$ cat src/rtl/board_link_if.sv
// board_link_if
//   Bundles the Stage-side request/flag signals and the two inter-board
//   wires of the board link into one interface.
//   Modports:
//     master : the side that drives requests and the incoming wire
//              (Stage plus the peer line), observes flags and link_tx
//     slave  : the board_link block itself
//   Signals:
//     send_connect, send_start, send_game_finish  request levels/pulses
//     clear_rx                                    1-cycle clear of receive_* flags
//     link_rx                                     line from the peer, idles high
//     link_tx                                     line to the peer, idles high
//     receive_connect, receive_start,
//     receive_game_finish                         sticky receive flags
//     tx_busy                                     frame in flight or request pending
//     rx_error                                    1-cycle pulse on a corrupt frame
//     link_fail                                   sticky retry exhaustion flag
interface board_link_if;
   logic send_connect;
   logic send_start;
   logic send_game_finish;
   logic clear_rx;
   logic link_rx;
   logic link_tx;
   logic receive_connect;
   logic receive_start;
   logic receive_game_finish;
   logic tx_busy;
   logic rx_error;
   logic link_fail;

   modport master (
      output send_connect,
      output send_start,
      output send_game_finish,
      output clear_rx,
      output link_rx,
      input  link_tx,
      input  receive_connect,
      input  receive_start,
      input  receive_game_finish,
      input  tx_busy,
      input  rx_error,
      input  link_fail
   );

   modport slave (
      input  send_connect,
      input  send_start,
      input  send_game_finish,
      input  clear_rx,
      input  link_rx,
      output link_tx,
      output receive_connect,
      output receive_start,
      output receive_game_finish,
      output tx_busy,
      output rx_error,
      output link_fail
   );
endinterface

$ cat src/rtl/board_link.sv
// board_link
//   Single-wire serial link between the two game boards. Requests from the
//   Stage FSM (send_connect / send_start / send_game_finish) become 5-bit
//   frames on link_tx; frames arriving on link_rx set the sticky
//   receive_* flags for Stage.
//   Frame: start=0, c0, c1, parity=c0^c1, stop=1, each BIT_CYCLES clocks,
//   LSB first. Codes: 00 ACK, 01 CONNECT, 10 START, 11 FINISH.
//   Ports:
//     clk    system clock
//     reset  asynchronous, active-high reset
//     bus    board_link_if.slave carrying every request, flag and line
//   Parameters:
//     BIT_CYCLES   clocks per bit (>= 4)
//     ACK_TIMEOUT  clocks to wait for an ACK (only with LINK_ACK_EN)
//     MAX_RETRY    retransmissions before link_fail (only with LINK_ACK_EN)
//   Build option:
//     LINK_ACK_EN  when defined, non-ACK frames are acknowledged by the peer
//                  and retransmitted on timeout; otherwise frames are
//                  fire-and-forget, received ACK codes are ignored and
//                  link_fail is tied low.
module board_link #(
   parameter int BIT_CYCLES  = 10000
`ifdef LINK_ACK_EN
   ,
   parameter int ACK_TIMEOUT = 200000,
   parameter int MAX_RETRY   = 3
`endif
) (
   input logic         clk,
   input logic         reset,
   board_link_if.slave bus
);

   localparam int CW = (BIT_CYCLES > 1) ? $clog2(BIT_CYCLES) : 1;
   localparam logic [CW-1:0] CYC_LAST = CW'(BIT_CYCLES - 1);
   localparam logic [CW-1:0] CYC_HALF = CW'(BIT_CYCLES / 2 - 1);

   localparam logic [1:0] CODE_ACK     = 2'd0;
   localparam logic [1:0] CODE_CONNECT = 2'd1;
   localparam logic [1:0] CODE_START   = 2'd2;
   localparam logic [1:0] CODE_FINISH  = 2'd3;

`ifdef LINK_ACK_EN
   localparam int TW = (ACK_TIMEOUT > 1) ? $clog2(ACK_TIMEOUT) : 1;
   localparam logic [TW-1:0] TMR_LAST = TW'(ACK_TIMEOUT - 1);
   localparam int RW = (MAX_RETRY > 0) ? $clog2(MAX_RETRY + 1) : 1;
   localparam logic [RW-1:0] RETRY_MAX = RW'(MAX_RETRY);
   localparam bit ACK_ACCEPTED = 1'b1;
`else
   localparam bit ACK_ACCEPTED = 1'b0;
`endif

   typedef enum logic [1:0] {TX_IDLE, TX_BITS, TX_WAIT_ACK} tx_state_t;
   typedef enum logic [1:0] {RX_IDLE, RX_START, RX_DATA, RX_STOP} rx_state_t;

   // Pending/edge vectors are indexed by message code, so index 0 is ACK.
   logic [3:1]    send_now;
   logic [3:1]    send_q;
   logic [3:0]    pending;
   logic [3:0]    pend_set;
   logic [3:0]    done_mask;
   logic [3:0]    pend_avail;
   logic [1:0]    sel_idx;
   logic          sel_valid;
   logic          frame_end;
   logic          msg_done;
   logic          load_frame;

   tx_state_t     tx_state;
   logic [1:0]    cur_idx;
   logic [CW-1:0] tx_cyc;
   logic [2:0]    tx_bit;
   logic [3:0]    tx_shift;
   logic          link_tx_q;

   logic          rx_meta;
   logic          rx_sync;
   logic          rx_prev;
   rx_state_t     rx_state;
   logic [CW-1:0] rx_cyc;
   logic [1:0]    rx_idx;
   logic [2:0]    rx_bits;
   logic          rx_good_p;
   logic [1:0]    rx_code_p;
   logic          rx_error_q;
   logic [3:1]    rx_flags;
   logic [3:1]    flag_set;

`ifdef LINK_ACK_EN
   logic [TW-1:0] ack_timer;
   logic [RW-1:0] retry_cnt;
   logic          link_fail_q;
   logic          ack_rx;
   logic          ack_timeout;
   logic          fail_now;
   logic          retry_now;
`endif

   // The four bits that follow the start bit, in transmit order from bit 0.
   function automatic logic [3:0] frame_tail(input logic [1:0] code);
      return {1'b1, code[0] ^ code[1], code[1], code[0]};
   endfunction

   assign send_now = {bus.send_game_finish, bus.send_start, bus.send_connect};

   // Request capture, message completion and next-frame selection. Selection
   // only looks at already-registered pending bits, which is what gives the
   // two-edge request-to-start-bit latency; it also allows the next frame to
   // be loaded in the very cycle the previous stop bit ends.
   always_comb begin
      pend_set  = {send_now & ~send_q, 1'b0};
      flag_set  = '0;
      if (rx_good_p) begin
         case (rx_code_p)
            CODE_CONNECT: flag_set[1] = 1'b1;
            CODE_START:   flag_set[2] = 1'b1;
            CODE_FINISH:  flag_set[3] = 1'b1;
            default:      ;
         endcase
      end
      frame_end = (tx_state == TX_BITS) && (tx_cyc == CYC_LAST) && (tx_bit == 3'd4);
`ifdef LINK_ACK_EN
      ack_rx      = rx_good_p && (rx_code_p == CODE_ACK);
      if (rx_good_p && (rx_code_p != CODE_ACK)) begin
         pend_set[0] = 1'b1;
      end
      ack_timeout = (tx_state == TX_WAIT_ACK) && !ack_rx && (ack_timer == TMR_LAST);
      fail_now    = ack_timeout && (retry_cnt == RETRY_MAX);
      retry_now   = ack_timeout && (retry_cnt != RETRY_MAX);
      msg_done    = (frame_end && (cur_idx == CODE_ACK)) ||
                    ((tx_state == TX_WAIT_ACK) && ack_rx) || fail_now;
`else
      msg_done    = frame_end;
`endif
      done_mask  = msg_done ? (4'b0001 << cur_idx) : 4'b0000;
      pend_avail = pending & ~done_mask;
      sel_valid  = |pend_avail;
      if (pend_avail[0]) begin
         sel_idx = CODE_ACK;
      end else if (pend_avail[1]) begin
         sel_idx = CODE_CONNECT;
      end else if (pend_avail[2]) begin
         sel_idx = CODE_START;
      end else begin
         sel_idx = CODE_FINISH;
      end
      load_frame = sel_valid && ((tx_state == TX_IDLE) || msg_done);
   end

   // Transmit FSM. A pending bit stays set until its message completes, so a
   // repeated request while the frame is still on the wire is absorbed.
   always_ff @(posedge clk or posedge reset) begin
      if (reset) begin
         tx_state    <= TX_IDLE;
         send_q      <= '0;
         pending     <= '0;
         cur_idx     <= '0;
         tx_cyc      <= '0;
         tx_bit      <= '0;
         tx_shift    <= '1;
         link_tx_q   <= 1'b1;
`ifdef LINK_ACK_EN
         ack_timer   <= '0;
         retry_cnt   <= '0;
         link_fail_q <= 1'b0;
`endif
      end else begin
         send_q  <= send_now;
         pending <= (pending & ~done_mask) | pend_set;
`ifdef LINK_ACK_EN
         if (fail_now) begin
            link_fail_q <= 1'b1;
         end
`endif
         if (load_frame) begin
            tx_state  <= TX_BITS;
            cur_idx   <= sel_idx;
            tx_cyc    <= '0;
            tx_bit    <= '0;
            tx_shift  <= frame_tail(sel_idx);
            link_tx_q <= 1'b0;
`ifdef LINK_ACK_EN
            retry_cnt <= '0;
`endif
         end else begin
            case (tx_state)
               TX_BITS: begin
                  if (tx_cyc == CYC_LAST) begin
                     tx_cyc <= '0;
                     if (tx_bit == 3'd4) begin
`ifdef LINK_ACK_EN
                        if (cur_idx == CODE_ACK) begin
                           tx_state <= TX_IDLE;
                        end else begin
                           tx_state  <= TX_WAIT_ACK;
                           ack_timer <= '0;
                        end
`else
                        tx_state <= TX_IDLE;
`endif
                     end else begin
                        link_tx_q <= tx_shift[0];
                        tx_shift  <= {1'b1, tx_shift[3:1]};
                        tx_bit    <= tx_bit + 3'd1;
                     end
                  end else begin
                     tx_cyc <= tx_cyc + 1'b1;
                  end
               end
`ifdef LINK_ACK_EN
               TX_WAIT_ACK: begin
                  if (msg_done) begin
                     tx_state <= TX_IDLE;
                  end else if (retry_now) begin
                     tx_state  <= TX_BITS;
                     tx_cyc    <= '0;
                     tx_bit    <= '0;
                     tx_shift  <= frame_tail(cur_idx);
                     link_tx_q <= 1'b0;
                     retry_cnt <= retry_cnt + 1'b1;
                  end else begin
                     ack_timer <= ack_timer + 1'b1;
                  end
               end
`endif
               default: tx_state <= TX_IDLE;
            endcase
         end
      end
   end

   // link_rx is asynchronous to clk; nothing downstream sees it before
   // two flops. rx_prev gives the falling-edge detector its history.
   always_ff @(posedge clk or posedge reset) begin
      if (reset) begin
         rx_meta <= 1'b1;
         rx_sync <= 1'b1;
         rx_prev <= 1'b1;
      end else begin
         rx_meta <= bus.link_rx;
         rx_sync <= rx_meta;
         rx_prev <= rx_sync;
      end
   end

   // Receive FSM. The start bit is re-checked half a bit after the falling
   // edge so a short glitch is dropped silently; later bits are sampled one
   // full bit apart from there. The verdict is registered at the stop sample
   // and acted upon (flag set or error pulse) one cycle later.
   always_ff @(posedge clk or posedge reset) begin
      if (reset) begin
         rx_state   <= RX_IDLE;
         rx_cyc     <= '0;
         rx_idx     <= '0;
         rx_bits    <= '0;
         rx_good_p  <= 1'b0;
         rx_code_p  <= '0;
         rx_error_q <= 1'b0;
      end else begin
         rx_good_p  <= 1'b0;
         rx_error_q <= 1'b0;
         case (rx_state)
            RX_IDLE: begin
               if (rx_prev && !rx_sync) begin
                  rx_state <= RX_START;
                  rx_cyc   <= '0;
               end
            end
            RX_START: begin
               if (rx_cyc == CYC_HALF) begin
                  rx_cyc   <= '0;
                  rx_idx   <= '0;
                  rx_state <= rx_sync ? RX_IDLE : RX_DATA;
               end else begin
                  rx_cyc <= rx_cyc + 1'b1;
               end
            end
            RX_DATA: begin
               if (rx_cyc == CYC_LAST) begin
                  rx_cyc          <= '0;
                  rx_bits[rx_idx] <= rx_sync;
                  if (rx_idx == 2'd2) begin
                     rx_state <= RX_STOP;
                  end else begin
                     rx_idx <= rx_idx + 2'd1;
                  end
               end else begin
                  rx_cyc <= rx_cyc + 1'b1;
               end
            end
            RX_STOP: begin
               if (rx_cyc == CYC_LAST) begin
                  rx_cyc    <= '0;
                  rx_state  <= RX_IDLE;
                  rx_code_p <= rx_bits[1:0];
                  if (rx_sync && (rx_bits[2] == (rx_bits[0] ^ rx_bits[1]))) begin
                     rx_good_p <= ACK_ACCEPTED || (rx_bits[1:0] != CODE_ACK);
                  end else begin
                     rx_error_q <= 1'b1;
                  end
               end else begin
                  rx_cyc <= rx_cyc + 1'b1;
               end
            end
            default: rx_state <= RX_IDLE;
         endcase
      end
   end

   // Sticky receive flags; a set in the same cycle as clear_rx survives.
   always_ff @(posedge clk or posedge reset) begin
      if (reset) begin
         rx_flags <= '0;
      end else begin
         rx_flags <= (rx_flags & ~{3{bus.clear_rx}}) | flag_set;
      end
   end

   assign bus.link_tx             = link_tx_q;
   assign bus.receive_connect     = rx_flags[1];
   assign bus.receive_start       = rx_flags[2];
   assign bus.receive_game_finish = rx_flags[3];
   assign bus.tx_busy             = (tx_state != TX_IDLE) || (|pending);
   assign bus.rx_error            = rx_error_q;
`ifdef LINK_ACK_EN
   assign bus.link_fail           = link_fail_q;
`else
   assign bus.link_fail           = 1'b0;
`endif

endmodule

$ cat src/flat_wrapper.sv
// flat-port wrapper written by rule: the top's interface ports become plain ports
module board_link_flat 
#(
   parameter int BIT_CYCLES  = 10000

)
  (clk, reset, bus_send_connect, bus_send_start, bus_send_game_finish, bus_clear_rx, bus_link_rx, bus_link_tx, bus_receive_connect, bus_receive_start, bus_receive_game_finish, bus_tx_busy, bus_rx_error, bus_link_fail);
  board_link_if bus_i ();
  input logic clk;
  input logic reset;
  input wire logic [$bits(bus_i.send_connect)-1:0] bus_send_connect;
  input wire logic [$bits(bus_i.send_start)-1:0] bus_send_start;
  input wire logic [$bits(bus_i.send_game_finish)-1:0] bus_send_game_finish;
  input wire logic [$bits(bus_i.clear_rx)-1:0] bus_clear_rx;
  input wire logic [$bits(bus_i.link_rx)-1:0] bus_link_rx;
  output wire logic [$bits(bus_i.link_tx)-1:0] bus_link_tx;
  output wire logic [$bits(bus_i.receive_connect)-1:0] bus_receive_connect;
  output wire logic [$bits(bus_i.receive_start)-1:0] bus_receive_start;
  output wire logic [$bits(bus_i.receive_game_finish)-1:0] bus_receive_game_finish;
  output wire logic [$bits(bus_i.tx_busy)-1:0] bus_tx_busy;
  output wire logic [$bits(bus_i.rx_error)-1:0] bus_rx_error;
  output wire logic [$bits(bus_i.link_fail)-1:0] bus_link_fail;
  assign bus_i.send_connect = bus_send_connect;
  assign bus_i.send_start = bus_send_start;
  assign bus_i.send_game_finish = bus_send_game_finish;
  assign bus_i.clear_rx = bus_clear_rx;
  assign bus_i.link_rx = bus_link_rx;
  assign bus_link_tx = bus_i.link_tx;
  assign bus_receive_connect = bus_i.receive_connect;
  assign bus_receive_start = bus_i.receive_start;
  assign bus_receive_game_finish = bus_i.receive_game_finish;
  assign bus_tx_busy = bus_i.tx_busy;
  assign bus_rx_error = bus_i.rx_error;
  assign bus_link_fail = bus_i.link_fail;
  board_link #(.BIT_CYCLES(BIT_CYCLES)) u_core (.clk(clk), .reset(reset), .bus(bus_i));
endmodule
$ cat config.mk
export PLATFORM = sky130hd
export DESIGN_NAME = board_link_flat
export DESIGN_NICKNAME = d
export VERILOG_FILES = /design/src/rtl/board_link_if.sv /design/src/rtl/board_link.sv /design/src/flat_wrapper.sv
export SDC_FILE = /design/constraint.sdc
export NUM_CORES = 1
export LEC_CHECK = 0
export CORE_AREA = 2 2 79 81
export DETAILED_ROUTE_END_ITERATION = 6
export DIE_AREA = 0 0 81 83
export HOLD_SLACK_MARGIN = 0.02
export PLACE_DENSITY = 0.82
export SLEW_MARGIN = 25
export SYNTH_ARGS = -nofsm -noshare
export SYNTH_HDL_FRONTEND = slang
export SYNTH_SLANG_ARGS = --single-unit
$ cat constraint.sdc
create_clock -name clk -period 4.35 [get_ports clk]
set_input_delay 0.6525 -clock clk [delete_from_list [all_inputs] [get_ports clk]]
set_output_delay 0.6525 -clock clk [all_outputs]
set_load 0.05 [all_outputs]
==> flow_summary.yaml, run 1 <==
detailed_routing:
  ant_nets: 0
  first_pass_iters: 4
  dr.first_iter.drc_count: 167
  wl_per_cell_um: 13.6
  drcViolationCount: 0
  vias: 2378
  drt-total-wl_mm: 5.75
  via_per_inst: 5.61
clocking:
  worstSkewPairLatency_ps: 340
  cts_resized: 0
  cts_tree: "done"
  clkTransAtPathRegs_ps: 70
  cts_max_level: 3
  cts_setup_buffers: 0
  cts_hold_buf: 0
  clkSinkCount: 62
  cts_root_buf: "clkbuf_8"
  clockBufferDepth: 2
  cts_buffers: 9
global_routing:
  track_usage_pct: 19.0
  grt_max_degree: 36
  overflow: 0
  grt_pass1_wl_mm: 10.1
  antenna_found_initial: 0
  grt_pass1_vias: 2335
synthesis:
  seq_area_frac_synth_pct: 49.6
  netlist_area_mm2: 0.00315
  synth_compound_area_share_pct: 17.2
  syn_nets: 345
  ys_types: 54
  synthFlopType: "dfrtp_1"
  synth-seq-cells: 62
  synth.area.top_cells: "dfrtp_1 44%, o21ai_0 6.2%, dfstp_2 5.8%"
  avgSynthCellArea_um2: 9.53
  synthAdderAreaFrac_pct: 3.18
  yosys.area_share.simple_pct: 20.2
  synth-edff-count: 0
  synth_top_family_by_area: "simple AND/OR/NAND/NOR gates"
  synth_mux_area_share_pct: 2.31
  netlist.top_cell.by_area: "dfrtp_1"
  syn-instance-count: 330
  synth_top_area_share_pct: 43.8
  async_flop_share_pct: 100
  ys.warnings.count: 0
  synth_xor_area_share_pct: 2.23
sta:
  worst_pin_slew_ps: 906
  layout_setup_ws_ps: 1470
  setup_viol: 0
  fin_skew_ps: 8.74
  grt_setup_unrepaired: "no"
  slew_violations: 0
  fmax_mhz: 347
  fin_crit_sh_pct: 66.2
  hold_violations: 0
  min_period_ps: 2880
  setup_tns_ps: 0
  relSlewSlack_pct: 39.6
worst_setup_path:
  crit_arrival_ps: 2230
  slowest_delay_ps: 690
  crit_type: "flip-flop to output port"
  worstPathMaxFanout: 14
  worstSetupStartpointType: "flip-flop"
  crit_buf_inv: 3
  cpLargestDelayFamily: "buffers and inverters"
  slowest_stage: "clkdlybuf4s50_1"
  end_kind: "output port"
  worstPathCellList: "or2_2, nor4_1, buf_4, inv_1, clkdlybuf4s50_1"
  worstPathRequired_ps: 3700
die:
  boundaryPins: 14
  initial_core_util_pct: 54.1
  fp.dieW_um: 81
  core-area_mm2: 0.00582
  row_count: 28
  die_area_mm2: 0.00672
  die_y_um: 83
layout:
  instances_no_fill: 424
  drive_above_1_share_pct: 11.5
  nFillCells: 496
  final_nets: 359
  design_area_mm2: 0.00350
  num_antenna_cells: 0
  syn2layout_area_growth_pct: 11.3
pwr:
  p_per_area_mw_per_mm2: 358
  vdd_drop_max_mv: 0.383
  static-leakage-power_nw: 1.50
placement:
  place_ws_ps: 1830
  placed_area_mm2: 0.00331
  dpl.cell_count: 408
  gp_congestion: 0.861
  io_buffers: 12
  dp_hpwl_mm: 3.97
run:
  maxCapViolCount: 0
worst_hold_path:
  holdCritPathClass: "flip-flop to flip-flop"
run_status:
  outcome: "complete, no violations"
==> cells in the mapped netlist, types with 3 or more instances <==
master     n
dfrtp_1   55
nand2_1   41
o21ai_0   39
inv_1     24
nor2_1    22
nand3_1   13
a21oi_1   11
o21ai_1   11
ha_1       8
nor3_1     8
dfstp_2    7
o31ai_1    7
and3_1     6
clkbuf_1   5
mux2i_1    5
nor2b_1    5
xnor2_1    5
nand4_1    4
a31oi_1    3
buf_2      3
nand2b_1   3
o41ai_1    3
xor2_1     3
==> power breakdown <==
| part | leakage, nW | switching (W) | internal [W] |
|---|---|---|---|
| logic | 0.598 | 0.0000930 | 0.0000485 |
| clock network | 0.103 | 0.000217 | 0.000276 |
| registers | 0.795 | 0.0000211 | 0.000597 |
==> cell usage in the layout, fill, tap and decap left out, types with 4 or more instances in the layout <==
cell type	netlist	routed
ha_1	8	8
inv_1	24	23
mux2i_1	5	5
nand3_1	13	13
dfstp_2	7	7
dfrtp_1	55	55
nand2_1	41	41
o21ai_0	39	39
nand4_1	4	4
o21ai_1	11	11
o31ai_1	7	7
nor2_1	22	22
nor3_1	8	8
a21oi_1	11	11
xnor2_1	5	5
clkbuf_8	0	10
nor2b_1	5	5
clkinv_2	0	4
and3_1	6	6
clkdlybuf4s50_1	0	12
==> state kept, by name, summed over array words and instances, names as in the netlist, 2 cells and up, named ones only <==
name,flops
u_core.rx_cyc,14
u_core.tx_cyc,14
u_core.pending,4
u_core.rx_bits,3
u_core.rx_flags,3
u_core.send_q,3
u_core.tx_bit,3
u_core.tx_shift,3
u_core.cur_idx,2
u_core.rx_code_p,2
u_core.rx_idx,2
==> cells by family (layout without fill, tap and decap cells) <==
family,count (synthesis),in the layout
and+or+nand+nor,120,120
AOI/OAI and AO/OA,88,88
DFF,62,62
buffers and inverters,36,55
adders and majority gates,8,8
xor gates and xnor gates,8,8
muxes,7,7
other,1,1
==> final timing paths <==
kind,end,from,slack [ps],cells after the start
worst max-delay path,bus_tx_busy,u_core.pending[2]$_DFF_PP0_,1470,5
worst min-delay path,u_core.rx_sync$_DFF_PP1_,u_core.rx_meta$_DFF_PP1_,360,0
worst max register to register,u_core.rx_cyc[8]$_DFFE_PP0P_,u_core.rx_cyc[5]$_DFFE_PP0P_,1820,5
worst min register to register,u_core.rx_sync$_DFF_PP1_,u_core.rx_meta$_DFF_PP1_,360,0
max in group asynchronous,u_core.bus.link_tx$_DFFE_PP1P_,reset,2740,3
min in group asynchronous,u_core.rx_idx[0]$_DFFE_PP0P_,reset,740,2
==> routing by layer <==
metal | wire [µm] | GRT usage [%] | share of wire (%)
met3 | 183 | 5.22 | 3.2
met4 | 72 | 8.01 | 1.3
met5 | 0 | 0 | 0
met1 | 2710 | 25.0 | 47
met2 | 2780 | 29.3 | 48
==> area by class of cell <==
cell class                 count  area, µm²  area share, %
clock buffer                  11        141           4.04
clock inverter                 5       50.0           1.43
inverter                      24       90.1           2.57
multi-input combinational    232       1420           40.7
sequential                    62       1560           44.6
tap                           75       93.8           2.68
timing repair buffer          15        143           4.07
==> per-stage QoR <==
stage          hold slack (ps)  utilization [%]  total power [W]
2_1_floorplan              345                -         0.000736
3_3_place_gp               346             56.9         0.000764
3_5_place_dp               347             56.9         0.000769
4_1_cts                    358             60.2          0.00126
5_1_grt                    360             60.2          0.00132
6_report                   356             60.2          0.00125
Note: power is estimated with default switching activity, not from simulation.
==> run 2, diff against run 1 <==
--- a/config.mk
+++ b/config.mk
@@ -5,11 +5,11 @@
 export SDC_FILE = /design/constraint.sdc
 export NUM_CORES = 1
 export LEC_CHECK = 0
-export CORE_AREA = 2 2 79 81
+export CORE_AREA = 2 2 80 82
 export DETAILED_ROUTE_END_ITERATION = 6
-export DIE_AREA = 0 0 81 83
+export DIE_AREA = 0 0 82 84
 export HOLD_SLACK_MARGIN = 0.02
-export PLACE_DENSITY = 0.82
+export PLACE_DENSITY = 0.83
 export SLEW_MARGIN = 25
 export SYNTH_ARGS = -nofsm -noshare
 export SYNTH_HDL_FRONTEND = slang
==> constraint.sdc (replaced) <==
create_clock -name clk -period 2.3 [get_ports clk]
set_input_delay 0.345 -clock clk [delete_from_list [all_inputs] [get_ports clk]]
set_output_delay 0.345 -clock clk [all_outputs]
set_load 0.05 [all_outputs]
==> run 2 against run 1 <==
Compared with the run above:
- die area increased by 2.5%
- global-route usage decreased by 0.15 points
- first-iteration DRC count decreased by 19%
- combinational power increased by 110%
- cell count increased by 1.2%
- worst hold slack improved by 2.6 ps
- clock skew decreased by 2.0 ps
- largest cell class unchanged
==> flow_summary.yaml, run 2 (synthesis gave the netlist of run 1 again) <==
clocking:
  cts_tree: "done"
  worstSkewPairLatency_ps: 340
  cts_resized: 0
  clockBufferDepth: 2
  cts_root_buf: "clkbuf_8"
  clkSinkCount: 62
  cts_buffers: 9
  clkTransAtPathRegs_ps: 70
  cts_max_level: 3
worst_hold_path:
  worst_hold_path.endpoint: "u_core.rx_sync$_DFF_PP1_"
  hold_path_startpoint: "u_core.rx_meta$_DFF_PP1_"
  hold_depth: 0
  holdCritPathClass: "flip-flop to flip-flop"
layout:
  design_area_mm2: 0.00359
  nFillCells: 511
  num_antenna_cells: 0
  seqCellArea_mm2: 0.00156
  multiInputGateArea_mm2: 0.00142
  layout_commonest_cell: "dfrtp_1"
  syn2layout_area_growth_pct: 14.2
  finish.utilization_pct: 58.9
  final_cell_mix: "55 x dfrtp_1, 41 x nand2_1, 39 x o21ai_0"
  final_nets: 362
  top_regs: "u_core.rx_cyc x14, u_core.tx_cyc x14, u_core.pending x4"
  drive_above_1_share_pct: 12.8
sta:
  hold_violations: 0
  slew_violations: 0
  fmax_mhz: 469
  fin_skew_ps: 6.71
  relSlewSlack_pct: 66.4
  worst_pin_slew_ps: 502
  grt_setup_unrepaired: "no"
  fin_crit_sh_pct: 92.6
  setup_viol: 0
  setup_tns_ps: 0
  min_period_ps: 2130
run_status:
  outcome: "complete, no violations"
placement:
  gp_congestion: 0.831
  dp_hpwl_mm: 3.92
  placed_area_mm2: 0.00335
  io_buffers: 12
pwr:
  static-leakage-power_nw: 1.53
  total_power_w: 0.00263
  p_per_area_mw_per_mm2: 732
  vdd_drop_max_mv: 0.576
worst_setup_path:
  rrSetupSlack_ps: 170
  crit_arrival_ps: 2360
  r2r_end: "u_core.rx_cyc[13]$_DFFE_PP0P_"
  end_kind: "flip-flop"
  worstPathRequired_ps: 2530
  reg2reg_depth: 7
  reg2reg_from: "u_core.rx_cyc[5]$_DFFE_PP0P_"
  worstSetupStartpointType: "flip-flop"
  crit_type: "flip-flop to flip-flop"
  worstPathMaxFanout: 10
detailed_routing:
  vias: 2344
  wl_per_cell_um: 13.3
  drt-total-wl_mm: 5.70
  via_per_inst: 5.46
  drcViolationCount: 0
  dr.first_iter.drc_count: 136
  first_pass_iters: 4
  ant_nets: 0
die:
  die_y_um: 84
  core-area_mm2: 0.00610
  die_area_mm2: 0.00689
  initial_core_util_pct: 51.6
  fp.dieW_um: 82
  row_count: 29
  boundaryPins: 14
global_routing:
  overflow: 0
  grt_pass1_wl_mm: 10.1
  track_usage_pct: 18.8
  antenna_found_initial: 0
  grt_pass1_vias: 2302
  grt_max_degree: 63
run:
  maxCapViolCount: 0
==> run 2: changes by cell type in the layout (fill, tap and decap cells not counted), sizes merged <==
cell           delta
clkdlybuf4s50     -1
buf               +4
clkinv            -1
clkbuf            -2
bufinv            +2
inv               +1
==> run 2: per-layer routing <==
metal,global-route usage [%],vias to the layer above,share of wire [%]
met5,0,-,0
met4,7.12,0,1.4
met3,5.52,9,3.3
met2,30.1,30,50
met1,23.9,1114,45
li1,-,1191,-
==> run 2: metrics by stage <==
step | setup WS [ps] | hold WS [ps] | std cells
2_1_floorplan | 393 | 345 | 330
3_3_place_gp | 250 | 348 | 413
3_5_place_dp | 154 | 348 | 413
4_1_cts | 151 | 363 | 429
5_1_grt | 14.4 | 370 | 429
6_report | 170 | 359 | 429
==> run 2: how the worst max path moves through the flow <==
stage                                       from                        endpoint  slack [ps]  cells past startpoint
global placement    u_core.tx_cyc[0]$_DFFE_PP0P_  u_core.tx_shift[1]$_DFFE_PP1P_         250                      7
finish              u_core.rx_cyc[5]$_DFFE_PP0P_   u_core.rx_cyc[13]$_DFFE_PP0P_         170                      7
global route        u_core.rx_cyc[0]$_DFFE_PP0P_   u_core.rx_cyc[13]$_DFFE_PP0P_          10                      8
detailed placement  u_core.rx_cyc[4]$_DFFE_PP0P_   u_core.rx_cyc[13]$_DFFE_PP0P_         150                      7
CTS                 u_core.rx_cyc[4]$_DFFE_PP0P_   u_core.rx_cyc[13]$_DFFE_PP0P_         150                      7
floorplan           u_core.tx_cyc[7]$_DFFE_PP0P_  u_core.tx_shift[1]$_DFFE_PP1P_         390                      7
==> run 2: cell type report <==
class / instances / area share, %
Inverter: 24 / 2.51
Tap cell: 77 / 2.68
Clock buffer: 9 / 3.45
Sequential cell: 62 / 43.4
Timing Repair Buffer: 18 / 4.88
Multi-Input combinational cell: 232 / 39.7
Clock inverter: 7 / 3.38
==> run 2: worst max-delay path, cell delays in order (launching register included) <==
cell and delay, ps:
dfrtp_1 430, nor4_1 390, nand4_1 260, a22oi_2 460, buf_4 220, a31oi_1 50
o21ai_1 130, o31ai_1 80
==> run 2: repair_timing <==
| item | in CTS | in global routing |
|---|---|---|
| hold buffers | 0 | 0 |
| setup endpoints to repair | 0 | 1 |
| buffers inserted | 0 | 0 |
==> run 2: power by group <==
group / switching [W] / internal (W)
clock: 0.000440 / 0.000725
combinational: 0.000183 / 0.000113
sequential: 0.0000387 / 0.00113
total: 0.000662 / 0.00197
